$ cat config.mk
export PLATFORM = sky130hd
export DESIGN_NAME = sys_exit_ctrl_flat
export DESIGN_NICKNAME = d
export VERILOG_FILES = /design/src/rtl/sys_exit_if.sv /design/src/rtl/sys_exit_ctrl.sv /design/src/flat_wrapper.sv
export SDC_FILE = /design/constraint.sdc
export NUM_CORES = 1
export LEC_CHECK = 0
export ABC_AREA = 0
export CAP_MARGIN = 10
export CORE_MARGIN = 10
export CORE_UTILIZATION = 38
export DETAILED_ROUTE_END_ITERATION = 6
export PLACE_DENSITY = 0.83
export SYNTH_ARGS = -nofsm -noshare
export SYNTH_HDL_FRONTEND = slang
export SYNTH_SLANG_ARGS = --single-unit
export TNS_END_PERCENT = 1
$ cat constraint.sdc
create_clock -name clk -period 2.52 [get_ports clk]
set_clock_uncertainty 0.2 [all_clocks]
set_input_delay 0.252 -clock clk [delete_from_list [all_inputs] [get_ports clk]]
set_output_delay 0.252 -clock clk [all_outputs]
set_load 0.01 [all_outputs]
$ cat src/rtl/sys_exit_if.sv
// Exit request bus: per-source valid/code from requesters, one-hot grant back.
interface sys_exit_if #(
    parameter int unsigned XLEN = 32,
    parameter int unsigned NSRC = 4
);
    logic [NSRC-1:0]      req_valid_i;
    logic [NSRC*XLEN-1:0] req_code_i;
    logic [NSRC-1:0]      req_ready_o;

    // Requesters drive valid/code and observe the grant.
    modport master (
        output req_valid_i,
        output req_code_i,
        input  req_ready_o
    );

    // The exit controller samples requests and drives the grant.
    modport slave (
        input  req_valid_i,
        input  req_code_i,
        output req_ready_o
    );
endinterface

$ cat src/rtl/sys_exit_ctrl.sv
// End-of-run controller: arbitrates exit requests, runs a hang watchdog,
// waits a drain window and then raises a sticky exit flag with its code.
module sys_exit_ctrl #(
    parameter int unsigned    XLEN         = 32,
    parameter int unsigned    NSRC         = 4,
    parameter int unsigned    WDOG_CYCLES  = 20,
    parameter int unsigned    DRAIN_CYCLES = 4,
    parameter logic [XLEN-1:0] TIMEOUT_CODE = XLEN'('hDEAD)
) (
    input  logic                      clk,
    input  logic                      rstn,
    sys_exit_if.slave                 req,
    input  logic                      en_i,
    input  logic                      kick_i,
    output logic                      busy_o,
    output logic                      exit_o,
    output logic [XLEN-1:0]           exit_code_o,
    output logic [$clog2(NSRC+1)-1:0] exit_src_o,
    output logic                      timeout_o
);

    localparam int unsigned SW = $clog2(NSRC + 1);
    // Keep counters at least one bit wide when a feature is disabled.
    localparam int unsigned WW = (WDOG_CYCLES > 0) ? $clog2(WDOG_CYCLES + 1) : 1;
    localparam int unsigned DW = (DRAIN_CYCLES > 0) ? $clog2(DRAIN_CYCLES + 1) : 1;
    localparam logic [WW-1:0] WDOG_LAST  = WW'((WDOG_CYCLES > 0) ? WDOG_CYCLES - 1 : 0);
    localparam logic [DW-1:0] DRAIN_LAST = DW'((DRAIN_CYCLES > 0) ? DRAIN_CYCLES - 1 : 0);
    localparam logic          WDOG_ON    = (WDOG_CYCLES > 0);
    localparam logic          NO_DRAIN   = (DRAIN_CYCLES == 0);

    typedef enum logic [1:0] {
        StRun,
        StDrain,
        StDone
    } state_e;

    state_e            state_q, state_d;
    logic [WW-1:0]     wdog_q, wdog_d;
    logic [DW-1:0]     drain_q, drain_d;
    logic [XLEN-1:0]   code_q, code_d;
    logic [SW-1:0]     src_q, src_d;
    logic              timeout_q, timeout_d;

    logic              found;
    logic [NSRC-1:0]   grant;
    logic [SW-1:0]     win_src;
    logic [XLEN-1:0]   win_code;
    logic              decide;

    // Fixed-priority pick of the lowest-indexed valid request.
    always_comb begin
        found    = 1'b0;
        grant    = '0;
        win_src  = '0;
        win_code = '0;
        for (int unsigned i = 0; i < NSRC; i++) begin
            if (!found && req.req_valid_i[i]) begin
                found    = 1'b1;
                grant[i] = 1'b1;
                win_src  = SW'(i);
                win_code = req.req_code_i[i*XLEN +: XLEN];
            end
        end
    end

    // Grant is only offered while still running.
    always_comb begin
        req.req_ready_o = (state_q == StRun) ? grant : '0;
    end

    // Next-state: arbitration, watchdog and drain window.
    always_comb begin
        state_d   = state_q;
        wdog_d    = wdog_q;
        drain_d   = drain_q;
        code_d    = code_q;
        src_d     = src_q;
        timeout_d = timeout_q;
        decide    = 1'b0;
        unique case (state_q)
            StRun: begin
                if (found) begin
                    // A request beats a coincident watchdog expiry.
                    decide = 1'b1;
                    code_d = win_code;
                    src_d  = win_src;
                end else if (WDOG_ON && en_i && !kick_i && (wdog_q == WDOG_LAST)) begin
                    decide    = 1'b1;
                    code_d    = TIMEOUT_CODE;
                    src_d     = SW'(NSRC);
                    timeout_d = 1'b1;
                end else if (kick_i) begin
                    wdog_d = '0;
                end else if (WDOG_ON && en_i) begin
                    wdog_d = wdog_q + 1'b1;
                end
                if (decide) begin
                    drain_d = '0;
                    state_d = NO_DRAIN ? StDone : StDrain;
                end
            end
            StDrain: begin
                if (drain_q == DRAIN_LAST) begin
                    state_d = StDone;
                end else begin
                    drain_d = drain_q + 1'b1;
                end
            end
            StDone: begin
                state_d = StDone;
            end
            default: begin
                state_d = StRun;
            end
        endcase
    end

    // State and latched exit information.
    always_ff @(posedge clk or negedge rstn) begin
        if (!rstn) begin
            state_q   <= StRun;
            wdog_q    <= '0;
            drain_q   <= '0;
            code_q    <= '0;
            src_q     <= '0;
            timeout_q <= 1'b0;
        end else begin
            state_q   <= state_d;
            wdog_q    <= wdog_d;
            drain_q   <= drain_d;
            code_q    <= code_d;
            src_q     <= src_d;
            timeout_q <= timeout_d;
        end
    end

    // Flags decode straight from the state register, so they cannot glitch.
    always_comb begin
        busy_o      = (state_q == StDrain);
        exit_o      = (state_q == StDone);
        exit_code_o = code_q;
        exit_src_o  = src_q;
        timeout_o   = timeout_q;
    end

endmodule

$ cat src/flat_wrapper.sv
// flat-port wrapper written by rule: the top's interface ports become plain ports
module sys_exit_ctrl_flat 
#(
    parameter int unsigned    XLEN         = 32,
    parameter int unsigned    NSRC         = 4,
    parameter int unsigned    WDOG_CYCLES  = 20,
    parameter int unsigned    DRAIN_CYCLES = 4,
    parameter logic [XLEN-1:0] TIMEOUT_CODE = XLEN'('hDEAD)
)
  (clk, rstn, en_i, kick_i, busy_o, exit_o, exit_code_o, exit_src_o, timeout_o, req_req_valid_i, req_req_code_i, req_req_ready_o);
  sys_exit_if #(.XLEN(XLEN), .NSRC(NSRC)) req_i ();
  input  logic clk;
  input  logic rstn;
  input  logic en_i;
  input  logic kick_i;
  output logic busy_o;
  output logic exit_o;
  output logic [XLEN-1:0] exit_code_o;
  output logic [$clog2(NSRC+1)-1:0] exit_src_o;
  output logic timeout_o;
  input wire logic [$bits(req_i.req_valid_i)-1:0] req_req_valid_i;
  input wire logic [$bits(req_i.req_code_i)-1:0] req_req_code_i;
  output wire logic [$bits(req_i.req_ready_o)-1:0] req_req_ready_o;
  assign req_i.req_valid_i = req_req_valid_i;
  assign req_i.req_code_i = req_req_code_i;
  assign req_req_ready_o = req_i.req_ready_o;
  sys_exit_ctrl #(.XLEN(XLEN), .NSRC(NSRC), .WDOG_CYCLES(WDOG_CYCLES), .DRAIN_CYCLES(DRAIN_CYCLES), .TIMEOUT_CODE(TIMEOUT_CODE)) u_core (.clk(clk), .rstn(rstn), .req(req_i), .en_i(en_i), .kick_i(kick_i), .busy_o(busy_o), .exit_o(exit_o), .exit_code_o(exit_code_o), .exit_src_o(exit_src_o), .timeout_o(timeout_o));
endmodule
# [Word level (Yosys, flattened, before mapping)]
# Cells that the tools add are included.
[op_classes] add_sub_neg=2 eq_ne=7 n_mux=30 n_bitwise=2 reduce_logical=18
[ops] op="2-to-1 mux 32 bit" n=6
[ops] op="2-to-1 mux 3 bit" n=4
[ops] op="2-to-1 mux 1 bit" n=11
[ops] op="2-to-1 mux 5 bit" n=2
[ops] op="2-to-1 mux 2 bit" n=4
[ops] op="case mux 2 bit (3 select lines)" n=1
[ops] op="case mux 3 bit (2 select lines)" n=1
[ops] op="AND reduction 3 bit" n=2
[ops] op="nonzero test 2 bit" n=3
[ops] op="adder 5 x 1 -> 5 bit, second input constant" n=1
[ops] op="equality test 5 bit, second input constant" n=1
[ops] op="logical AND 1 bit" n=5
[ops] op="zero test 1 bit" n=4
[ops] op="2-to-1 mux 4 bit" n=1
[ops] op="!= test 2 bit, second input constant" n=2
[ops] op="AND reduction 2 bit" n=2
[ops] op="AND reduction 4 bit" n=1
[ops] op="adder 3 x 1 -> 3 bit, second input constant" n=1
[ops] op="equality test 3 x 2 -> 1 bit, second input constant" n=1
[ops] op="equality test 2 x 1 -> 1 bit, second input constant" n=1
[ops] op="equality test 2 bit, second input constant" n=1
[ops] op="zero test 2 bit" n=1
[ops] op="!= test 2 x 1 -> 1 bit, second input constant" n=1
[ops] op="NOT 1 bit" n=2
[word_totals] ff_bits=46 inputBits=136 out_inout_bits=42 wordCells=65

# [Depth between registers and ports, before layout]
[depth] depth_word=14 ltp_mapped=7 ltp_nobuf=6

# [Worst setup path after synthesis]
# OpenSTA, ideal clock, no wires.
[synth_path] kind="flip-flop to output port" startpoint="register u_core.state_q[0]" endpoint="output req_req_ready_o[3]" arrival_time_ns=1.510 required_time_ns=2.068 setup_slack_ns=0.558 stages_incl_launch_ff=6 n_path_buf=2 path_cell_list="dfrtp_1 -> inv_1 -> ha_1 -> clkbuf_1 -> clkbuf_1 -> and3_1"
[synth_between] elab_chain_cells=2
[synth_lines] item="from (decl)" line="sys_exit_ctrl.sv:37" source="state_e state_q, state_d;"
[synth_lines] item="from (signal assigned)" line="sys_exit_ctrl.sv:121" source="state_q <= StRun;"
[synth_lines] item="from (signal assigned)" line="sys_exit_ctrl.sv:128" source="state_q <= state_d;"
[synth_lines] item="zero test 2 bit" line="sys_exit_ctrl.sv:68" source="req.req_ready_o = (state_q == StRun) ? grant : '0;"
[synth_lines] item="2-to-1 mux 4 bit" line="sys_exit_ctrl.sv:68"
[synth_lines] item="to (decl)" line="flat_wrapper.sv:23" source="output wire logic [$bits(req_i.req_ready_o)-1:0] req_req_ready_o;"
# No other way between the ends.

# [Worst setup path in the final report]
# Ends and elaborated chain as after synthesis.

==> flow_summary_export.csv <==
group,metric,value,unit
sta,setup-tns-final,0,ps
global_route,grt_util_all_layers,18.9,%
layout,n_antenna_cell,0,
sta,finalHoldViolCount,0,
global_route,grt_antenna_before_repair,0,
logic_synthesis,syn-num-nets,418,
sta,fin_hold_ws,241,ps
placed_design,dp_hpwl,8.70,mm
layout,final_common_cell,"clkdlybuf4s50_1",
logic_synthesis,synth_area_leader_cell,"dfrtp_1",
floorplanning,chipHeight,107,um
global_route,grt_max_degree,44,
setup_path,critPathTopFamily,"buffers and inverters",
logic_synthesis,synth_area,0.00289,mm^2
sta,rsz0062_at_grt,"false",
layout,final_cell_mix,"clkdlybuf4s50_1 (175), dfrtp_1 (46), nor2b_1 (24)",
logic_synthesis,synth_flop_cell,"dfrtp_1",
routing,drt.antenna.violating_nets,0,
logic_synthesis,synthTopCellsByArea,"dfrtp_1 (40%), a221oi_1 (6.4%), a22o_1 (6.4%), o2bb2ai_1 (6.4%), nor2b_1 (5.2%)",
pwr,totalPowerFinal,4.07,mW
logic_synthesis,synthCells,275,
clock_tree,cts-root-buf,"clkbuf_8",
routing,drc,0,
sta,worstMarginPinSlew,510,ps
sta,setup_viol,0,
setup_path,cp-end-kind,"primary output",
clock_tree,cts_tree,"built",
floorplanning,io_pins,178,
placed_design,gp_congestion,0.793,
floorplanning,core_area,0.00733,mm^2
layout,fin_nets,593,
logic_synthesis,ys_types,46,
routing,first_pass_iters,4,
global_route,overflow,0,
status,status,"finished, final reports clean",
routing,drt_iter0_drc,164,
placed_design,numPortBuffers,177,
setup_path,path_max_fanout,12,
logic_synthesis,syn_area_per_cell,10.5,um^2
logic_synthesis,ys_seq_area_share,39.8,%
floorplanning,std_cell_rows,31,
routing,vias_per_cell,5.60,
clock_tree,cts_buffer_depth,2,
pwr,power.leakage,1.92,nW
floorplanning,fp.dieW,107,um
routing,vias,3078,
sta,post-route-period-util,92.8,%
clock_tree,cts-buffers-inserted,5,
clock_tree,clock-sinks,46,
global_route,grt_pass1_vias,3281,
floorplanning,start_util,39.4,%
logic_synthesis,yosysWarnings,0,
setup_path,cp_slowest_cell,"clkdlybuf4s50_1",
global_route,grt_pass1_wl,17.6,mm
routing,wirelength,11.3,mm
logic_synthesis,async_reset_ff_share,100,%
setup_path,required,2070,ps
setup_path,rrSetupSlack,360,ps
logic_synthesis,yosysTopAreaCellShare,39.8,%
sta,min_period,2340,ps
setup_path,max_stage_delay,560,ps
logic_synthesis,synth_edf_count,0,
hold_path,hp-class,"input port to asynchronous set/reset pin",
clock_tree,htreeDepth,2,
floorplanning,dieArea,0.0115,mm^2
sta,slew-limit-headroom,66.0,%
run,drv_cap,0,
pwr,powerDensity,830,mW/mm^2
clock_tree,clkLatencyLatePin,300,ps
setup_path,critical_path_class,"register to primary output",
routing,detail_route.wl_per_cell,20.5,um
setup_path,cp_num_buf_inv,2,
placed_design,dpl.cell_count,541,
logic_synthesis,ys_ff_latch,46,
layout,drive_gt1_share,9.76,%
sta,max_freq,428,MHz
setup_path,cp_cell_sequence,"inv_1, ha_2, and3_1, clkdlybuf4s50_1",
layout,synthToLayoutAreaGrowth,69.5,%
clock_tree,clkTransAtPathRegs,100,ps
layout,stdcell_count,550,
layout,fill_cells,568,
setup_path,worstSetupStartpointType,"register",
sta,slew_viol_final,0,
pwr,peakVddDrop,0.513,mV
setup_path,arrival,1890,ps
## synth_stat cells, types with 7 or more instances
cell type,n
dfrtp_1,46
nor2b_1,24
a221oi_1,21
a22o_1,21
o2bb2ai_1,21
o21ai_0,17
clkbuf_1,14
a21oi_1,12
a221o_1,12
a2bb2oi_2,9
nor2_1,8
ha_1,7
## cell families (layout without fill, tap and decap cells)
| kind of cell | after synthesis | in the layout | synth area share [%] |
|---|---|---|---|
| and+or+nand+nor | 58 | 58 | 12.4 |
| AOI/OAI and AO/OA | 130 | 130 | 38.2 |
| muxes | 3 | 3 | 1.13 |
| DFF | 46 | 46 | 39.8 |
| adders and majority gates | 7 | 7 | 3.03 |
| buffers and inverters | 31 | 207 | 5.45 |
## worst reg2reg max path: stages, from the launching register on
cell,delay [ps]
dfrtp_1,400
inv_1,110
ha_2,330
nor2b_1,210
o211ai_1,150
or2_1,310
o311ai_0,330
## state kept, by name, indices dropped and copies added (netlist names)
signal and cells:
u_core.wdog_q 5, u_core.exit_src_o 3, u_core.exit_code_o 32, u_core.drain_q 3, u_core.timeout_o 1, u_core.state_q 2
## layout make-up
cell class | count | area [um^2] | share of cell area (%)
multi-input cells | 198 | 1590 | 32.3
inverters | 6 | 22.5 | 0.459
clock inverters | 2 | 37.5 | 0.766
repair buffers | 193 | 1910 | 38.9
flip-flops and latches | 46 | 1150 | 23.5
well taps | 99 | 124 | 2.53
clock buffers | 6 | 72.6 | 1.48
## power by group
group	total, mW	switching (mW)	internal [mW]
Sequential	1.26	0.198	1.06
Clock	0.562	0.266	0.296
Combinational	2.24	0.935	1.31
## final timing paths
check / startpoint / to / cells past startpoint
max: u_core.state_q[0] / req_req_ready_o[3] / 4
min: rstn / u_core.exit_code_o[7] / 2
max reg2reg: u_core.state_q[0] / u_core.wdog_q[2] / 6
min reg2reg: u_core.timeout_o / u_core.timeout_o / 1
max in group asynchronous: rstn / u_core.exit_code_o[24] / 3
min in group clk: u_core.timeout_o / u_core.timeout_o / 1
## layer usage
| layer | GRT usage, % | vias up | share of wire, % | wire, um |
|---|---|---|---|---|
| li1 | - | 1434 | - | - |
| met1 | 22.4 | 1492 | 39 | 4440 |
| met2 | 32.4 | 136 | 50 | 5650 |
| met3 | 5.93 | 16 | 8.9 | 1010 |
| met4 | 4.93 | 0 | 1.8 | 199 |
| met5 | 0 | - | 0 | 0 |
## repair_timing
action | 4_1_cts | 5_1_grt
buffers inserted | 0 | 0
gates resized for setup | 0 | 1
endpoints found under the hold margin | 21 | 0
hold buffers | 1 | 0
setup endpoints to repair | 0 | 4
## metrics by stage
step                      area (um^2)  utilization, %  worst slack, ps
final                            4900            66.9              182
after global routing             4900            66.9             74.4
after CTS                        4900            66.8             33.0
after detailed placement         4780            65.2              162
after global placement           4780            65.2              239
after floorplan                  2890               -              558
Power figures use the tool's default switching activity.
==> variant (same settings) <==
`NSRC` is set to 4 in 3 places; all go to 8.
--- a/src/rtl/sys_exit_if.sv
+++ b/src/rtl/sys_exit_if.sv
@@ -1,7 +1,7 @@
 // Exit request bus: per-source valid/code from requesters, one-hot grant back.
 interface sys_exit_if #(
     parameter int unsigned XLEN = 32,
-    parameter int unsigned NSRC = 4
+    parameter int unsigned NSRC = 8
 );
     logic [NSRC-1:0]      req_valid_i;
     logic [NSRC*XLEN-1:0] req_code_i;
--- a/src/rtl/sys_exit_ctrl.sv
+++ b/src/rtl/sys_exit_ctrl.sv
@@ -2,7 +2,7 @@
 // waits a drain window and then raises a sticky exit flag with its code.
 module sys_exit_ctrl #(
     parameter int unsigned    XLEN         = 32,
-    parameter int unsigned    NSRC         = 4,
+    parameter int unsigned    NSRC         = 8,
     parameter int unsigned    WDOG_CYCLES  = 20,
     parameter int unsigned    DRAIN_CYCLES = 4,
     parameter logic [XLEN-1:0] TIMEOUT_CODE = XLEN'('hDEAD)
--- a/src/flat_wrapper.sv
+++ b/src/flat_wrapper.sv
@@ -2,7 +2,7 @@
 module sys_exit_ctrl_flat 
 #(
     parameter int unsigned    XLEN         = 32,
-    parameter int unsigned    NSRC         = 4,
+    parameter int unsigned    NSRC         = 8,
     parameter int unsigned    WDOG_CYCLES  = 20,
     parameter int unsigned    DRAIN_CYCLES = 4,
     parameter logic [XLEN-1:0] TIMEOUT_CODE = XLEN'('hDEAD)
Interface: changed (resized exit_src_o, req_req_code_i, req_req_ready_o and req_req_valid_i); port bits go from 178 to 315. No check against the original RTL was run, so the function may have changed too.
==> variant against the original RTL <==
  * Non-clock buffer count rose by 163
  * Area after synthesis rose by 64%
  * Clock power increased by 43%
  * Sequential cell count is 1 higher
  * Via count rose by 110%
  * Setup slack worse by 78 ps
  * Register-to-register slack improved by 110 ps
  * Total power rose by 22%
  * Cell area grew 70%
  * Wire length increased by 130%
==> variant: results (changes against the original RTL) <==
* Leakage Power at 3.39 nW (+77%)
* Post-synthesis mux area share at 1.96% (+0.83 points)
* Hold WS at 292 ps (+51.0 ps)
* Design area at 8340 um2 (+70%)
* Max VDD drop at 0.363 mV (-29%)
* Initial antenna violation count at 4 (+4)
* Status: completed
* Reg-to-Reg End: u_core.exit_code_o[3]
* Met3 routed WL at 2.65 mm (+160%)
* Fill count at 1,030 (+81%)
* Internal cell power at 3.06 mW (+15%)
* Worst Setup EP: req_req_ready_o[0]
* Final Critical Period at 2420 ps (+78.1 ps)
* Fraction of layout instances using a drive strength above 1 at 6.72% (-3.0 points)
* Initial DRT Pass Iterations at 5 (+1)
* Detailed Route WL at 25.7 mm (+130%)
* HPWL after DPL at 19.5 mm (+120%)
* Post-synth cell types at 52 (+13%)
* Worst-margin pin slew at 1050 ps (+543 ps)
* Synth Area in Compound Gates at 38.5% (+0.29 points)
* Vias in the first global route at 6,650 (+100%)
* Place WS at 116 ps (-45.8 ps)
* Grt met1 use at 31.5% (+9.2 points)
* GR met3 Demand/Resource at 9.38% (+3.4 points)
* Top post-synthesis cells by area: dfrtp_1 (25%), nand2_1 (7.5%), a211o_1 (7.0%)
* Mapped Cells at 646 (+130%)
* Routed via count at 6,523 (+110%)
* Placed cell areas at 8140 um2 (+70%)
* GRT Util Overall at 27.7% (+8.8 points)
* Sequential area share after synthesis at 24.9% (-15 points)
* Final Wtd Congestion at 0.938 (+18%)
* 1st-iter DRT viols at 542 (+230%)
* Comb group at 2.87 mW (+28%)
* IO Port Bufs at 314 (+77%)
* Layout Nets at 1,211 (+100%)
-- variant: cell types whose count changed in the layout (fill, tap and decap cells not counted), moves of 26 or more --
cell / unedited run / this run
a211o_1: 1 / 38
a31oi_1: 0 / 40
buf_4: 13 / 39
o221ai_1: 0 / 35
clkdlybuf4s50_1: 175 / 302
nand2_1: 3 / 95
o2111ai_1: 0 / 29
inv_1: 6 / 42
-- variant: final cells by class --
| cell class | instances | area share, % |
|---|---|---|
| repair buffers | 356 | 41.7 |
| multi-input cells | 484 | 37.5 |
| flip-flops and latches | 47 | 14.1 |
| well taps | 168 | 2.52 |
| inverters | 43 | 1.93 |
| clock buffers | 5 | 1.50 |
| clock inverters | 3 | 0.555 |
| diodes | 4 | 0.120 |
-- variant: timing repair --
item,in CTS,in global routing
hold buffers,1,0
hold endpoints to repair,23,0
endpoints found under the setup margin,3,4
setup buffers,0,0
gates resized for setup,3,4
